--- config.mk ---
export PLATFORM = sky130hd
export DESIGN_NAME = imem_fetch_ctrl
export DESIGN_NICKNAME = d
export VERILOG_FILES = /design/src/rtl/imem_fetch_ctrl_pkg.sv /design/src/rtl/imem_fetch_ctrl_sat_counter.sv /design/src/rtl/imem_fetch_ctrl.sv
export SDC_FILE = /design/constraint.sdc
export NUM_CORES = 1
export LEC_CHECK = 0
export ABC_AREA = 1
export BUFFER_PORTS_ARGS = -buffer_cell sky130_fd_sc_hd__buf_2
export CAP_MARGIN = 20
export CORE_UTILIZATION = 55
export CTS_CLUSTER_DIAMETER = 30
export DETAILED_ROUTE_END_ITERATION = 7
export GPL_ROUTABILITY_DRIVEN = 1
export PLACE_DENSITY_LB_ADDON = 0.08
export SYNTH_ARGS = -nofsm -noshare
export SYNTH_HDL_FRONTEND = slang
export SYNTH_SLANG_ARGS = --single-unit
--- constraint.sdc ---
create_clock -name clk_i -period 4.3 [get_ports clk_i]
set_input_delay 0 -clock clk_i [delete_from_list [all_inputs] [get_ports clk_i]]
set_output_delay 0 -clock clk_i [all_outputs]
set_load 0.01 [all_outputs]
--- src/rtl/imem_fetch_ctrl_pkg.sv ---
`default_nettype none
// +--------------------------------------------------------------------+
// | Module  : imem_fetch_ctrl_pkg                                      |
// | Brief   : Shared pipeline types for the instruction fetch control. |
// | Revision: 1.0 - initial release                                    |
// +--------------------------------------------------------------------+
package imem_fetch_ctrl_pkg;

  // S_HOLD: no read outstanding. S_REQ: one read outstanding at addr_q.
  typedef enum logic [0:0] {
    S_HOLD = 1'b0,
    S_REQ  = 1'b1
  } fetch_state_t;

  // Instruction word presented to the fetch stage while it is stalled.
  localparam logic [31:0] NOP = 32'h0000_0000;

endpackage
`default_nettype wire

--- src/rtl/imem_fetch_ctrl_sat_counter.sv ---
`default_nettype none
// +--------------------------------------------------------------------+
// | Module  : sat_counter                                              |
// | Brief   : Up-counter that sticks at all-ones instead of wrapping.  |
// | Revision: 1.0 - initial release                                    |
// +--------------------------------------------------------------------+
module sat_counter #(
  parameter int WIDTH = 16
) (
  input  logic             clk_i,
  input  logic             rst_i,
  input  logic             inc_i,
  output logic [WIDTH-1:0] count_o
);

  localparam logic [WIDTH-1:0] MAX_VAL = {WIDTH{1'b1}};
  localparam logic [WIDTH-1:0] ONE     = {{(WIDTH-1){1'b0}}, 1'b1};

  // Count requested cycles, holding once the maximum is reached.
  always_ff @(posedge clk_i or negedge rst_i) begin
    if (!rst_i) begin
      count_o <= '0;
    end else if (inc_i && (count_o != MAX_VAL)) begin
      count_o <= count_o + ONE;
    end
  end

endmodule
`default_nettype wire

--- src/rtl/imem_fetch_ctrl.sv ---
`default_nettype none
// +--------------------------------------------------------------------+
// | Module  : imem_fetch_ctrl                                          |
// | Brief   : One-entry instruction buffer in front of a ready-based   |
// |           instruction memory; stalls fetch until the word for the  |
// |           current PC is held, and counts stalled cycles.           |
// | Revision: 1.0 - initial release                                    |
// +--------------------------------------------------------------------+
module imem_fetch_ctrl
  import imem_fetch_ctrl_pkg::*;
#(
  parameter int CNT_W = 16
) (
  input  logic             clk_i,
  input  logic             rst_i,
  input  logic [31:0]      pc_f_i,
  output logic             mem_req_o,
  output logic [31:0]      mem_addr_o,
  input  logic             mem_ready_i,
  input  logic [31:0]      mem_rdata_i,
  output logic [31:0]      instr_f_o,
  output logic             fetch_stall_o,
  output logic [CNT_W-1:0] wait_cycles_o
);

  fetch_state_t state_q, state_d;
  logic [31:0]  instr_q, instr_d;
  logic [31:0]  tag_q,   tag_d;
  logic         valid_q, valid_d;
  logic [31:0]  addr_q,  addr_d;
  logic         hit;

  assign hit        = valid_q && (tag_q == pc_f_i);
  assign mem_addr_o = addr_q;

  // State and buffer registers; reset empties the buffer and abandons any read.
  always_ff @(posedge clk_i or negedge rst_i) begin
    if (!rst_i) begin
      state_q <= S_HOLD;
      instr_q <= '0;
      tag_q   <= '0;
      valid_q <= 1'b0;
      addr_q  <= '0;
    end else begin
      state_q <= state_d;
      instr_q <= instr_d;
      tag_q   <= tag_d;
      valid_q <= valid_d;
      addr_q  <= addr_d;
    end
  end

  // Next-state, buffer update and fetch-side outputs.
  always_comb begin
    state_d       = state_q;
    instr_d       = instr_q;
    tag_d         = tag_q;
    valid_d       = valid_q;
    addr_d        = addr_q;
    mem_req_o     = 1'b0;
    fetch_stall_o = 1'b1;
    instr_f_o     = NOP;
    case (state_q)
      S_HOLD: begin
        // A stray mem_ready_i here is ignored: nothing is outstanding.
        if (hit) begin
          fetch_stall_o = 1'b0;
          instr_f_o     = instr_q;
        end else begin
          state_d = S_REQ;
          addr_d  = pc_f_i;
        end
      end
      S_REQ: begin
        // The read always completes against addr_q, even if the PC moved;
        // a moved PC simply misses again in S_HOLD.
        mem_req_o = 1'b1;
        if (mem_ready_i) begin
          instr_d = mem_rdata_i;
          tag_d   = addr_q;
          valid_d = 1'b1;
          state_d = S_HOLD;
        end
      end
    endcase
  end

  sat_counter #(
    .WIDTH (CNT_W)
  ) u_wait_cnt (
    .clk_i   (clk_i),
    .rst_i   (rst_i),
    .inc_i   (fetch_stall_o),
    .count_o (wait_cycles_o)
  );

endmodule
`default_nettype wire

==> summary.md, run 1 <==
| Metric | Value |
|---|---|
| DR vias | 5863 |
| Worst EP arrival | 2.77 ns |
| Grt ovf | 0 |
| Ant diodes | 0 |
| Clk Latency, worst-skew pair | roughly 0.53 ns |
| Initial Utilization | between 50% and 60% |
| Pleak | between 4 and 5 nW |
| Yosys top cell by area | dfrtp_1 |
| Syn nets | 872 |
| Clock Skew | around 0.008 ns |
| Final period utilization | 64.5% |
| Root buf cell | clkbuf_8 |
| Routed length per instance | ~13 um |
| Finished Layout Cells | ~1.2k |
| Final RePlAce weighted congestion | 0.950 |
| Worst-path maximum fanout | 36 |
| PD cells | 610 nW/um^2 |
| CP startpoint kind | register |
| Clock sinks | 114 |
| Number of synthesized register bits | 114 |
| Die area | around 11000 um^2 |
| Synth Instances | 804 |
| Highest clock rate | 360 MHz |
| Critical Path Start | state_q$_DFF_PN0_ |
| Placed cell area | 6630 um^2 |
| Starting DRT DRC Count | 392 |
| Fillcell total | 729 |
| Tot Pwr | about 4.8 mW |
| # nets final | 1079 |
| First-pass GRT wire length | 25100 um |
| Die height | 105 um |
| Status | completed |
| CP Capture Type | output pin |
| Post-synthesis cell area | 5840 um^2 |
| CTS Hold Bufs | 66 |
| DRC | 0 |
| Drt via density | 5.05 |
| Post-synth top area share | 48.9% |
| Hold Crit Class | in2async |
| CP Class | reg2out |
| Busiest grt layer | met2 |
| Setup TNS | 0 ns |
| P&R area growth vs syn | 35.4% |
| CTS Buf Count | 17 |
| Slew HR | 37.6% |
| Number of I/O pins | ~150 |
| Final instance area | 7910 um^2 |
| Post-CTS Setup Bufs | 0 |
| Slew Limit Fails | 0 |
| Fraction of registers with async set/reset | 100% |
| Sequential Area | ~2900 um^2 |
| Yosys synthesis warning count | 0 |
| Placed cells | 1062 |
| Final Hold Vio Count | 0 |
| Die W | 105 um |
| CTS tree | done |
| Post-cts resize count | 0 |
| Pre-Repair DR Iteration Count | 5 |
| Distinct cells, synth | 25 |
| Commonest cells in the netlist | nand2_1, nor2_1, dfrtp_1 |
| # rows | 37 |
| Share of cells above drive strength 1 | 19.3% |
| GR Layer Usage met2 | 47.0% |
| Most frequent cell after synthesis | nand2_1 |
| Min Hold Slack | 0.183 ns |
| Area of the core | 10300 um^2 |
| VDD IR max | 371 uV |
| Detailed placement HPWL | 9800 um |
| EDFF count, synth | 0 |
| Worst-margin pin slew | 0.936 ns |
| GRT Total Usage | 28.9% |
| Post-synthesis sequential area ratio | 48.9% |
| Overall routed net length | about 15000 um |
| Vias in the first global route | 5433 |
| Setup violators final | 0 |
| CP required | approximately 4.3 ns |
| Worst r2r src | tag_q[21]$_DFFE_PN0P_ |
| RSZ-0062 raised after global routing | no |
| Synth area leaders | dfrtp_1, nand2_1, nor2_1 |
| Max cap viols | 0 |
| Clock tree buffer depth | 2 |
| H-Tree Level Count | 4 |
| PortBufs | 148 |
| Largest net degree at the start of global routing | 85 |
| Area of the multi-input gates | between 2000 and 2500 um^2 |
| CTS clk-pin slew, worst paths | about 0.050 ns |
| Met3 Use GR | 6.36% |
| Final min period | 2.77 ns |
| ANT nets after route | 0 |
| Initial antenna violation count | 0 |
| Ys flop type | dfrtp_1 |
| GR Layer Usage met1 | 37.4% |
| Syn Area/Cell | roughly 7.3 um^2 |
-- final timing paths --
kind,to,slack [ns],cells after the start
worst max-delay path,instr_f_o[18],1.53,4
worst min-delay path,instr_q[30]$_DFFE_PN0P_,0.18,2
worst max register to register,state_q$_DFF_PN0_,1.59,9
worst min register to register,mem_addr_o[9]$_DFFE_PN0P_,0.49,2
max in group asynchronous,tag_q[20]$_DFFE_PN0P_,3.09,3
min in group clk_i,instr_q[9]$_DFFE_PN0P_,0.26,4
-- metal layers --
metal	wire length (um)	vias to the layer above	part of all wire [%]
li1	-	2886	-
met1	6640	2699	44
met2	7250	247	48
met3	971	31	6.4
met4	314	0	2.1
met5	0	-	0
-- area by class of cell --
type	count	share of cell area [%]
clock buffers	20	5.38
well taps	136	2.15
repair buffers	216	17.9
multi-input cells	559	31.2
flip-flops and latches	114	36.1
clock inverters	12	2.37
inverters	103	4.89
-- through the flow --
stage,util (%),worst slack [ns]
6_report,76.6,1.53
5_1_grt,76.6,1.33
4_1_cts,76.6,1.55
3_5_place_dp,64.2,1.58
3_3_place_gp,64.2,1.67
2_1_floorplan,-,2.73
-- cells in the final DEF, fill, tap and decap left out, drive strengths merged --
master / instances
o2111ai: 1
o21ai: 1
bufinv: 5
nor3: 8
ha: 1
dfrtp: 114
nand3b: 1
nand4: 9
xnor2: 6
nor2: 158
inv: 103
a21oi: 58
dlygate4sd3: 66
and3: 1
xor2: 10
clkinvlp: 1
nand2: 237
nand3: 62
clkinv: 6
mux2: 6
buf: 150
clkbuf: 20
-- registers in the layout (all words and copies together), names as in the netlist --
name	flops
instr_q	32
mem_addr_o	32
state_q	1
tag_q	32
u_wait_cnt.count_o	16
valid_q	1
-- report_power, final --
group	internal, mW	switching [mW]
Combinational	0.576	1.01
Clock	0.991	0.474
Sequential	1.53	0.243
Total	3.10	1.72
-- critical path, stage by stage (launching register included) --
cell and delay, ns:
dfrtp_1 0.42, inv_2 0.51, nand3_2 0.78, nor2_1 0.35, buf_2 0.18
-- cell families (layout without fill, tap and decap cells) --
logic type | count (synthesis) | after routing | synth area share, %
and+or+nand+nor | 476 | 476 | 33.1
buffers and inverters | 131 | 351 | 9.05
DFF | 114 | 114 | 48.9
AOI/OAI and AO/OA | 60 | 60 | 5.21
xor gates and xnor gates | 16 | 16 | 2.40
muxes | 6 | 6 | 1.16
adders and majority gates | 1 | 1 | 0.214
(Power assumes the default switching activity.)
==> run 2, diff against run 1 <==
--- a/config.mk
+++ b/config.mk
@@ -8,7 +8,7 @@
 export ABC_AREA = 1
 export BUFFER_PORTS_ARGS = -buffer_cell sky130_fd_sc_hd__buf_2
 export CAP_MARGIN = 20
-export CORE_UTILIZATION = 55
+export CORE_UTILIZATION = 53
 export CTS_CLUSTER_DIAMETER = 30
 export DETAILED_ROUTE_END_ITERATION = 7
 export GPL_ROUTABILITY_DRIVEN = 1
==> constraint.sdc (replaced) <==
create_clock -name clk_i -period 2.72 [get_ports clk_i]
set_input_delay 0 -clock clk_i [delete_from_list [all_inputs] [get_ports clk_i]]
set_output_delay 0 -clock clk_i [all_outputs]
set_load 0.01 [all_outputs]
==> run 2 against run 1 <==
Compared with the run above:
- cell count is 0.52% higher
- setup slack worse by 1.3 ns
- critical path type unchanged
- routed wire length is 6.7% higher
- critical path depth is 8 higher
- die area is 3.7% higher
==> summary.md, run 2 (same netlist as run 1, synthesis figures left out) <==
| Metric | Value |
|---|---|
| Grt ovf | 0 (unchanged) |
| CP Capture Type | output pin (unchanged) |
| Finished Layout Cells | 1166 (was 1160) |
| Area of the core | 10500 um^2 (was 10300 um^2) |
| Clk Latency, worst-skew pair | 0.52 ns (was 0.53 ns) |
| Crit path cell chain | inv_2 -> nand2_1 -> nand2_1 -> nor2_1 -> nand2_1 -> nor2_1 -> nand2_1 -> nor2_1 -> nand3_4 -> buf_4 -> nor2_1 -> buf_2 (was inv_2 -> nand3_2 -> nor2_1 -> buf_2) |
| Die area | 11400 um^2 (was 11000 um^2) |
| Worst EP arrival | 2.46 ns (was 2.77 ns) |
| Setup violators final | 0 (unchanged) |
| Final Hold Vio Count | 0 (unchanged) |
| Top Family by Delay on Critical Path | simple AND/OR/NAND/NOR gates (unchanged) |
| Final RePlAce weighted congestion | 0.884 (was 0.950) |
| Overall routed net length | 16200 um (was 15200 um) |
| Die height | 107 um (was 105 um) |
| DR vias | 5929 (was 5863) |
| ANT nets after route | 0 (unchanged) |
| Setup TNS | 0 ns (unchanged) |
| Vias in the first global route | 5722 (was 5433) |
| Highest clock rate | a little over 400 MHz |
| Die W | 107 um (was 105 um) |
| GRT Total Usage | 29.4% (was 28.9%) |
| CP required | 2.72 ns (was 4.30 ns) |
| Routed length per instance | 13.9 um (was 13.1 um) |
| Share of cells above drive strength 1 | 19.9% (was 19.3%) |
| Pre-Repair DR Iteration Count | 7 (was 5) |
| CTS clk-pin slew, worst paths | 0.06 ns (was 0.05 ns) |
| Placed cells | 1068 (was 1062) |
| Most common cell after layout, fill and taps aside | nand2_1 (unchanged) |
| PortBufs | 148 (unchanged) |
| Worst-path maximum fanout | 21 (was 36) |
| CTS tree | done (unchanged) |
| Max stage delay on crit path | 0.36 ns (was 0.78 ns) |
| Clock tree buffer depth | 2 (unchanged) |
| Tot Pwr | 7.49 mW (was 4.82 mW) |
| Final min period | ~2.5 ns |
| CTS Buf Count | 17 (unchanged) |
| Worst-margin pin slew | 0.760 ns (was 0.936 ns) |
| Drt via density | 5.08 (was 5.05) |
| H-Tree Level Count | 4 (unchanged) |
| Pleak | 4.52 nW (was 4.54 nW) |
| Ant diodes | 0 (unchanged) |
| Post-CTS Setup Bufs | 0 (unchanged) |
| Final period utilization | 90.6% |
| Root buf cell | clkbuf_8 (unchanged) |
| Detailed placement HPWL | 10600 um (was 9800 um) |
| PD cells | 948 nW/um^2 (was 610 nW/um^2) |
| CP startpoint kind | register (unchanged) |
| Slew Limit Fails | 0 (unchanged) |
| # nets final | 1085 (was 1079) |
| Worst Path Buf+Inv | 3 (was 2) |
| P&R area growth vs syn | 35.4% (about the same) |
| RSZ-0062 raised after global routing | no (unchanged) |
| Initial Utilization | 55.5% (was 56.5%) |
| Number of I/O pins | 149 (unchanged) |
| Slew HR | 49.3% (was 37.6%) |
| Largest net degree at the start of global routing | 62 (was 85) |
| CP Class | reg2out (unchanged) |
| Most frequent cells in the layout | nand2_1, nor2_1, buf_2 (unchanged) |
| Initial antenna violation count | 0 (unchanged) |
| VDD IR max | 513 uV (was 371 uV) |
| DRC | 0 (unchanged) |
| Starting DRT DRC Count | 373 (was 392) |
| Slowest cell on crit path | dfrtp_1 (was nand3_2) |
| Clock Skew | 0.00991 ns (was 0.00798 ns) |
| # rows | 37 (unchanged) |
| Max cap viols | 0 (unchanged) |
| Status | completed (unchanged) |
| Hold Crit Class | in2async (unchanged) |
| Clock sinks | 114 (unchanged) |
| First-pass GRT wire length | 26300 um (was 25100 um) |
| Min Hold Slack | 0.0949 ns (was 0.183 ns) |
run 2: path summary, 6_finish.rpt:
check,start,to,slack [ns],depth (start not counted)
setup / recovery,tag_q[20]$_DFFE_PN0P_,instr_f_o[21],0.26,12
hold / removal,rst_i,instr_q[29]$_DFFE_PN0P_,0.09,2
hold reg to reg,mem_addr_o[13]$_DFFE_PN0P_,mem_addr_o[13]$_DFFE_PN0P_,0.49,2
min in group clk_i,pc_f_i[7],mem_addr_o[7]$_DFFE_PN0P_,0.28,4
max in group asynchronous,rst_i,instr_q[0]$_DFFE_PN0P_,1.66,3
setup reg to reg,u_wait_cnt.count_o[0]$_DFFE_PN0P_,u_wait_cnt.count_o[5]$_DFFE_PN0P_,0.72,7
run 2: final cells by class:
cell class	count	area [um^2]
multi-input cells	559	2470
clock inverters	13	138
inverters	103	387
repair buffers	222	1460
well taps	136	170
fillers	781	2610
flip-flops and latches	114	2850
clock buffers	19	422
run 2: metrics by stage:
| step | worst slack, ns | utilization, % | area (um^2) |
|---|---|---|---|
| after floorplan | 1.15 | - | 5840 |
| after global placement | 0.759 | 63.5 | 6680 |
| after detailed placement | 0.718 | 63.5 | 6680 |
| after CTS | 0.152 | 75.1 | 7900 |
| after global routing | 0.0620 | 75.2 | 7900 |
| final | 0.256 | 75.2 | 7900 |
run 2: timing repair:
item / 4_1_cts / 5_1_grt
endpoints found under the setup margin: 0 / 8
hold buffers: 66 / 0
endpoints found under the hold margin: 124 / 0
gates resized for setup: 0 / 1
run 2: metal layers:
metal,wire [um],up-vias,track usage [%]
li1,-,2894,-
met4,244,0,9.10
met5,0,-,0
met2,8020,221,51.4
met3,860,26,5.05
met1,7060,2788,37.2
run 2: power by group:
part	switching [mW]	internal [mW]
logic	1.64	0.929
clock network	0.802	1.30
registers	0.399	2.42
